$ cat src/rtl/pet_uart_pkg.sv
// Shared PET UART definitions: FSM state encoding (common with the receiver),
// default bit timing and frame lengths in bit times.
package pet_uart_pkg;

  localparam int DEFAULT_CLKS_PER_BIT = 434;  // 50 MHz / 115200
  localparam int FRAME_BITS_8N1       = 10;
  localparam int FRAME_BITS_8E1       = 11;

  typedef enum logic [2:0] {
    IDLE   = 3'd0,
    START  = 3'd1,
    DATA   = 3'd2,
    PARITY = 3'd3,
    STOP   = 3'd4
  } uart_state_e;

endpackage

$ cat src/rtl/pet_uart_tx_fifo.sv
// Synchronous TX byte FIFO with occupancy count; power-of-two depth.
// Latency: head visible on rd_dat the cycle after the write.
// Backpressure: wr_rdy is a flop of (count != depth); writes while full are dropped.
module pet_uart_tx_fifo #(
  parameter int DEPTH_LOG2 = 2,
  parameter int WIDTH      = 8
) (
  input  logic                  clk,
  input  logic                  reset_n,
  input  logic                  wr_vld,
  input  logic [WIDTH-1:0]      wr_dat,
  output logic                  wr_rdy,
  output logic                  rd_vld,
  input  logic                  rd_en,
  output logic [WIDTH-1:0]      rd_dat,
  output logic [DEPTH_LOG2:0]   count
);

  localparam int                DEPTH = 1 << DEPTH_LOG2;
  localparam logic [DEPTH_LOG2:0] FULL = (DEPTH_LOG2 + 1)'(DEPTH);

  logic [WIDTH-1:0]      mem [DEPTH];
  logic [DEPTH_LOG2-1:0] wr_ptr;
  logic [DEPTH_LOG2-1:0] rd_ptr;
  logic [DEPTH_LOG2:0]   count_nxt;
  logic                  push;
  logic                  pop;

  assign push   = wr_vld && wr_rdy;
  assign pop    = rd_en && (count != '0);
  assign rd_vld = (count != '0);
  assign rd_dat = mem[rd_ptr];

  always_comb begin
    count_nxt = count;
    if (push && !pop)
      count_nxt = count + 1'b1;
    else if (pop && !push)
      count_nxt = count - 1'b1;
  end

  always_ff @(posedge clk) begin
    if (push)
      mem[wr_ptr] <= wr_dat;
  end

  // Pointers wrap naturally at the power-of-two depth.
  always_ff @(posedge clk or negedge reset_n) begin
    if (!reset_n) begin
      wr_ptr <= '0;
      rd_ptr <= '0;
      count  <= '0;
      wr_rdy <= 1'b1;
    end else begin
      if (push)
        wr_ptr <= wr_ptr + 1'b1;
      if (pop)
        rd_ptr <= rd_ptr + 1'b1;
      count  <= count_nxt;
      wr_rdy <= (count_nxt != FULL);
    end
  end

endmodule

$ cat src/rtl/pet_uart_tx.sv
// PET UART transmitter: FIFO-buffered 8N1 serial out (8E1 when PET_UART_TX_PARITY_EN is defined).
// Latency: push at edge N -> pop at N+1 -> txd start bit from N+2; one idle clock between frames.
// Backpressure: tx_ready low while the FIFO is full.
module pet_uart_tx
  import pet_uart_pkg::*;
#(
  parameter int CLKS_PER_BIT    = DEFAULT_CLKS_PER_BIT,
  parameter int FIFO_DEPTH_LOG2 = 2
) (
  input  logic                     clk,
  input  logic                     reset_n,
  input  logic [7:0]               tx_data,
  input  logic                     tx_valid,
  output logic                     tx_ready,
  output logic                     txd,
  output logic                     tx_busy,
  output logic [FIFO_DEPTH_LOG2:0] fifo_count
);

  localparam int                BAUD_W    = (CLKS_PER_BIT > 1) ? $clog2(CLKS_PER_BIT) : 1;
  localparam logic [BAUD_W-1:0] BAUD_LAST = BAUD_W'(CLKS_PER_BIT - 1);

  uart_state_e       state;
  uart_state_e       state_nxt;
  logic [BAUD_W-1:0] baud_cnt;
  logic [2:0]        bit_idx;
  logic [7:0]        shift_q;
  logic              txd_q;
  logic              txd_nxt;
  logic              bit_done;
  logic              pop;
  logic              fifo_vld;
  logic [7:0]        fifo_dat;
`ifdef PET_UART_TX_PARITY_EN
  logic              parity_q;
`endif

  pet_uart_tx_fifo #(
    .DEPTH_LOG2 (FIFO_DEPTH_LOG2),
    .WIDTH      (8)
  ) u_fifo (
    .clk     (clk),
    .reset_n (reset_n),
    .wr_vld  (tx_valid),
    .wr_dat  (tx_data),
    .wr_rdy  (tx_ready),
    .rd_vld  (fifo_vld),
    .rd_en   (pop),
    .rd_dat  (fifo_dat),
    .count   (fifo_count)
  );

  assign bit_done = (baud_cnt == BAUD_LAST);

  always_ff @(posedge clk or negedge reset_n) begin
    if (!reset_n)
      state <= IDLE;
    else
      state <= state_nxt;
  end

  always_comb begin
    state_nxt = state;
    case (state)
      IDLE:  if (fifo_vld) state_nxt = START;
      START: if (bit_done) state_nxt = DATA;
`ifdef PET_UART_TX_PARITY_EN
      DATA:   if (bit_done && bit_idx == 3'd7) state_nxt = PARITY;
      PARITY: if (bit_done) state_nxt = STOP;
`else
      DATA:  if (bit_done && bit_idx == 3'd7) state_nxt = STOP;
`endif
      STOP:  if (bit_done) state_nxt = IDLE;
      default: state_nxt = IDLE;
    endcase
  end

  // txd_nxt is decoded from the current state and registered, so the line lags the FSM by one clock.
  always_comb begin
    pop     = 1'b0;
    txd_nxt = 1'b1;
    case (state)
      IDLE:   pop     = fifo_vld;
      START:  txd_nxt = 1'b0;
      DATA:   txd_nxt = shift_q[0];
`ifdef PET_UART_TX_PARITY_EN
      PARITY: txd_nxt = parity_q;
`endif
      default: txd_nxt = 1'b1;
    endcase
  end

  always_ff @(posedge clk or negedge reset_n) begin
    if (!reset_n) begin
      baud_cnt <= '0;
      bit_idx  <= '0;
      shift_q  <= '0;
      txd_q    <= 1'b1;
`ifdef PET_UART_TX_PARITY_EN
      parity_q <= 1'b0;
`endif
    end else begin
      txd_q <= txd_nxt;
      if (state == IDLE) begin
        baud_cnt <= '0;
        bit_idx  <= '0;
        if (pop) begin
          shift_q  <= fifo_dat;
`ifdef PET_UART_TX_PARITY_EN
          parity_q <= ^fifo_dat;
`endif
        end
      end else begin
        baud_cnt <= bit_done ? '0 : baud_cnt + 1'b1;
        if (state == DATA && bit_done) begin
          shift_q <= {1'b0, shift_q[7:1]};
          bit_idx <= bit_idx + 1'b1;
        end
      end
    end
  end

  assign txd     = txd_q;
  assign tx_busy = (fifo_count != '0) || (state != IDLE);

endmodule

$ cat config.mk
export PLATFORM = sky130hd
export DESIGN_NAME = pet_uart_tx
export DESIGN_NICKNAME = d
export VERILOG_FILES = /design/src/rtl/pet_uart_pkg.sv /design/src/rtl/pet_uart_tx_fifo.sv /design/src/rtl/pet_uart_tx.sv
export SDC_FILE = /design/constraint.sdc
export NUM_CORES = 1
export LEC_CHECK = 0
export ABC_AREA = 1
export CAP_MARGIN = 20
export CORE_UTILIZATION = 53
export CTS_CLUSTER_DIAMETER = 100
export DETAILED_ROUTE_END_ITERATION = 12
export PLACE_DENSITY = 0.75
export SLEW_MARGIN = 20
export SYNTH_ARGS = -nofsm -noshare
export SYNTH_HDL_FRONTEND = slang
export SYNTH_SLANG_ARGS = --single-unit
$ cat constraint.sdc
create_clock -name clk -period 1.3 [get_ports clk]
set_input_delay 0.195 -clock clk [delete_from_list [all_inputs] [get_ports clk]]
set_output_delay 0.195 -clock clk [all_outputs]
set_load 0.05 [all_outputs]
; ---- Word-level counts from Yosys, hierarchy flattened
; Memories as Yosys holds them, arrays and structs flattened.
; Cells that the tools add are included.
[op_classes]
add_sub_neg = 6
n_eq_ne = 11
n_mux = 18
n_reduce_logical = 15
[op_table]
columns = operator, n
row1 = 3-bit two-way mux, 8
row2 = 8-bit two-way mux, 3
row3 = 9-bit two-way mux, 2
row4 = 3-bit one-hot mux with 4 select lines, 1
row5 = 9-bit by 1-bit adder with 9-bit output (second input constant), 1
row6 = 9-bit == test (second input constant), 1
row7 = 2-bit != test (second input constant), 4
row8 = 3-bit by 1-bit adder with 3-bit output (second input constant), 2
row9 = 3-bit == test (second input constant), 2
row10 = 1-bit logical AND, 6
row11 = 3-bit nonzero test, 2
row12 = 2-bit by 1-bit adder with 2-bit output (second input constant), 2
row13 = 4-bit AND reduction, 1
row14 = 3-bit by 1-bit == test with 1-bit output (second input constant), 1
row15 = 3-bit by 2-bit == test with 1-bit output (second input constant), 1
row16 = 3-bit logical NOT, 1
row17 = 1-bit two-way mux, 3
row18 = 3-bit != test (second input constant), 1
row19 = 3-bit by 1-bit subtractor with 3-bit output (second input constant), 1
row20 = 1-bit logical NOT, 2
row21 = 2-bit by 1-bit != test with 1-bit output (second input constant), 1
row22 = 1-bit one-hot mux with 2 select lines, 1
row23 = 2-bit AND reduction, 1
row24 = 2-bit nonzero test, 1
row25 = 1-bit logical OR, 1
[totals]
ff_bits = 32
ramBits = 32
output_inout_bits = 6
wordCells = 60
n_memories = 1
[memory_table]
columns = memory, words, word_bits, rd, rd_ports_with_merged_regs, wr, line
row1 = u_fifo.mem, 4, 8, 1, 0, 1, pet_uart_tx_fifo.sv:22  ; logic [WIDTH-1:0] mem [DEPTH];

; ---- Logic depth before layout (Yosys ltp)
[depth]
ltp_word = 7
depth_mapped = 10
mapped_depth_nobuf = 10

; ---- Cells and area by module
; A second synthesis with hierarchy kept.
[hier_totals]
hier_cells = 299
hier_area_um2 = 3056.7
[by_module_without_submodules]
columns = mod, n_inst, cells_each, area_per_inst_um2, seq_area_each_um2
row1 = pet_uart_tx_fifo, 1, 139, 1719.1, 1162.4
row2 = pet_uart_tx, 1, 160, 1337.5, 601.8

; ---- Least setup slack after synthesis
; OpenSTA, ideal clock, no wires.
[synth_timing]
path_kind = register to register
startpoint = reg u_fifo.count[0]
endpoint = reg state[2]
t_arrival_ns = 1.712
required_time_ns = 1.217
slack_ns = -0.495
path_stages_with_launch = 8
n_path_buf = 0
synth_period_minus_slack_ns = 1.795
path_cell_list = dfrtp_1 -> inv_1 -> ha_1 -> nand2_2 -> nor2_1 -> inv_1 -> nand4_1 -> o21ai_0
[synth_between]
elab_chain_cells = 3
[synth_lines]
columns = element, line
row1 = from (decl), pet_uart_tx_fifo.sv:16  ; output logic [DEPTH_LOG2:0] count
row2 = from (signal assigned), pet_uart_tx_fifo.sv:59  ; count <= count_nxt;
row3 = 3-bit nonzero test, pet_uart_tx_fifo.sv:31  ; assign rd_vld = (count != '0);
row4 = 2-bit != test (no source line), -
row5 = 4-bit AND reduction (no source line), -
row6 = to (signal assigned), pet_uart_tx.sv:59  ; state <= state_nxt;
row7 = to (decl), pet_uart_tx.sv:23  ; uart_state_e state;
; No other way between the ends.
; A chain may end at the register's enable or synchronous reset.

; ---- Final worst setup path
[layout_timing]
startpoint = reg state[2]
endpoint = out tx_busy
[layout_between]
elab_chain_cells = 2
[layout_lines]
columns = element, line
row1 = 3-bit nonzero test, pet_uart_tx.sv:124  ; assign tx_busy = (fifo_count != '0) || (state != IDLE);
row2 = 1-bit logical OR, pet_uart_tx.sv:124
row3 = to (decl), pet_uart_tx.sv:16  ; output logic tx_busy,
; No other way between the ends.

==> results.cfg <==
[synthesis]
synth-edff-count = 32
yosys_warnings = 0
async_flop_share_pct = 50.00
synth_cells = 294
syn_avg_cell_area_um2 = 10.10
yosysSeqAreaShare_pct = 59.39
synth_top_flop_cell = edfxtp_1
synth_area_um2 = 2970
synth_nets = 316
synth_seq_cells = 64
synthDistinctLibCells = 33

[floorplan]
initial_core_util_pct = 56.71
pin_count = 17
core_region_area_um2 = 5238
fp.dieW_um = 76.86
fp.dieArea_um2 = 5907
fp-row-count = 26
die_h_um = 76.86

[global_route]
grt_max_degree = 33
use_met2_pct = 35.36
overflow = 0
busiest_layer = met2
grt_use_met3_pct = 6.310
grtUsageMet1_pct = 27.00
antenna_found_initial = 0
grt_pass1_wl_mm = 9.853
gr-usage-all-layers_pct = 21.98
grt_pass1_vias = 2165

[clock_network]
ctsHoldBuffers = 0
root_buffer = clkbuf_8
clk_pin_slew_ns = 0.07
cts_sinks = 64
worstSkewPairLatency_ns = 0.34
clk_path_buf_depth = 2
htree_levels = 3
cts_tree = yes
cts_buffers = 9

[timing]
layout_setup_ws_ns = -0.1957
finalCritPeriodShare_pct = 115.1
timing.final.hold_violations = 0
tightestPinTransition_ns = 0.2648
setup_violations = 21
max_freq_ghz = 0.6686
skew_ns = 0.006340
period_minus_slack_ns = 1.496
maxSlewHeadroom_pct = 82.31
rsz0062_at_grt = yes
finalMaxSlewViolations = 0

[routing]
avgViaCountPerCell = 5.026
ant_nets = 0
routed_wl_mm = 6.254
drtIter0Drc = 93
drt-pass1-iter-count = 4
wl_per_cell_um = 14.54
drc = 0
vias = 2161

[final_layout]
nFillCells = 306
layout.nets = 378
diodes = 0
final_cell_mix = 64 x nand2_1, 32 x buf_4, 32 x edfxtp_1, 28 x nor2_1, 23 x dfrtp_1
final_core_util_pct = 77.83
final_common_cell = nand2_1
area_growth_pct = 37.24
post_route_cells_drive_above_1_share_pct = 36.11

[place]
hpwlAfterDp_mm = 3.751
routabilityCongestion = 0.8157
io_buffers = 16

[setup_path]
cp_common_cell = inv_2
worst_path_max_delay_cell = dfrtp_1
cp_cell_sequence = inv_2, nand2_2, nor2_4, inv_2, buf_8
start_kind = register
crit_arrival_ns = 1.30
cp.required_ns = 1.11
crit_type = register to output pin
max_stage_delay_ns = 0.44
crit_path_end_kind = output pin
crit_fanout = 3

[power_and_ir_drop]
p_per_area_nw_per_um2 = 1507
power_frac_seq_pct = 41.7
p_int_mw = 4.318
ir_drop_v = 0.001458
p_clk_share_pct = 29.5
power_switching_share_pct = 29.70
switching_power_mw = 1.824
p_leak_nw = 1.759
combPwrFrac_pct = 28.8
power_mw = 6.142

[outcome]
run_status = finished with violations
violations = setup timing

[hold_path]
min_path_type = input port to async pin

[job]
drv_cap = 0
==> registers in the layout (all words and copies together) (netlist names) <==
| name | cells |
|---|---|
| u_fifo.count | 3 |
| u_fifo.rd_ptr | 2 |
| state | 3 |
| shift_q | 8 |
| bit_idx | 3 |
| u_fifo.mem | 32 |
| u_fifo.wr_ptr | 2 |
| baud_cnt | 9 |
| u_fifo.wr_rdy | 1 |
| txd | 1 |
==> through the flow <==
stage	hold WS (ns)	area, um2	setup TNS, ns	std cells	worst slack, ns
after global routing	0.2310	4076	-3.608	430	-0.2780
after CTS	0.2171	3851	-0.8818	419	-0.2104
after detailed placement	0.4652	3490	-4.261	395	-0.1583
after floorplan	-0.1006	3032	-3.510	294	-0.1517
after global placement	0.4545	3490	-3.744	395	-0.1303
final	0.2155	4076	-1.027	430	-0.1957
==> area by class of cell <==
cell class / count / area [um2] / share of cell area [%]
clock buffer: 9 / 123.9 / 3.039
clock inverter: 6 / 85.08 / 2.087
inverter: 28 / 115.1 / 2.824
multi-input combinational: 196 / 1300 / 31.89
sequential: 64 / 1773 / 43.49
tap: 70 / 87.58 / 2.149
timing repair buffer: 57 / 591.8 / 14.52
==> cell families (layout without fill, tap and decap cells) <==
logic type	Yosys count	in the layout	share of synthesized area, %
xor+xnor	7	7	2.064
flops	64	64	59.39
compound gates	30	30	5.181
buf+inv	35	100	4.970
fa+ha+maj	11	11	4.633
simple gates	147	148	23.76
==> power by group through the flow <==
stage                     logic, mW  registers (mW)  clock network [mW]
final                          1.77            2.56                1.81
after global routing           1.92            2.58                1.93
after CTS                      1.65            2.56                1.85
after detailed placement       1.54            2.60                   0
after global placement         1.51            2.58                   0
after floorplan               0.695            2.79                   0
==> critical path, delay by kind of cell, from the launching register on <==
family | cells | cell delay, ns
flip-flops | 1 | 0.44
buffers and inverters | 3 | 0.30
AND/OR/NAND/NOR | 2 | 0.21
==> final timing paths <==
kind	start	endpoint	slack [ns]	cells past startpoint
min reg2reg	shift_q[5]	shift_q[5]	0.48	2
min in group clk	shift_q[5]	shift_q[5]	0.48	2
max reg2reg	u_fifo.count[1]	shift_q[7]	-0.07	9
max in group asynchronous	reset_n	u_fifo.wr_rdy	0.83	2
min	reset_n	shift_q[5]	0.22	2
max	state[2]	tx_busy	-0.20	5
==> synth_stat cells (2+ instances only) <==
| cell type | n | share of area (%) |
|---|---|---|
| nand3_1 | 12 | 2.0 |
| nor3b_1 | 2 | 0.51 |
| dfstp_2 | 2 | 1.8 |
| ha_1 | 11 | 4.6 |
| nor2_4 | 2 | 0.76 |
| o21ai_0 | 21 | 3.5 |
| nand2_4 | 2 | 0.76 |
| nor3_1 | 4 | 0.67 |
| buf_2 | 5 | 0.84 |
| nor2_1 | 38 | 4.8 |
| nand2_1 | 67 | 8.5 |
| xnor2_1 | 2 | 0.59 |
| inv_2 | 4 | 0.51 |
| nor2_2 | 2 | 0.42 |
| edfxtp_1 | 32 | 32 |
| o21ai_1 | 3 | 0.51 |
| dfrtp_1 | 30 | 25 |
| a21oi_1 | 4 | 0.67 |
| nand4_1 | 3 | 0.63 |
| buf_4 | 2 | 0.51 |
| inv_1 | 23 | 2.9 |
| xor2_1 | 5 | 1.5 |
| nand2_2 | 8 | 1.7 |
==> routing by layer <==
metal	vias up	routed length, um
met1	1020	2741
met3	11	225
met2	39	3177
met5	-	0
li1	1091	-
met4	0	110
==> what timing repair did <==
item / 4_1_cts / 5_1_grt
setup endpoints to repair: 46 / 53
pin swaps: 7 / 15
gates resized for setup: 16 / 37
setup buffers: 8 / 11
cloned: 1 / 0
(Power assumes the default switching activity.)
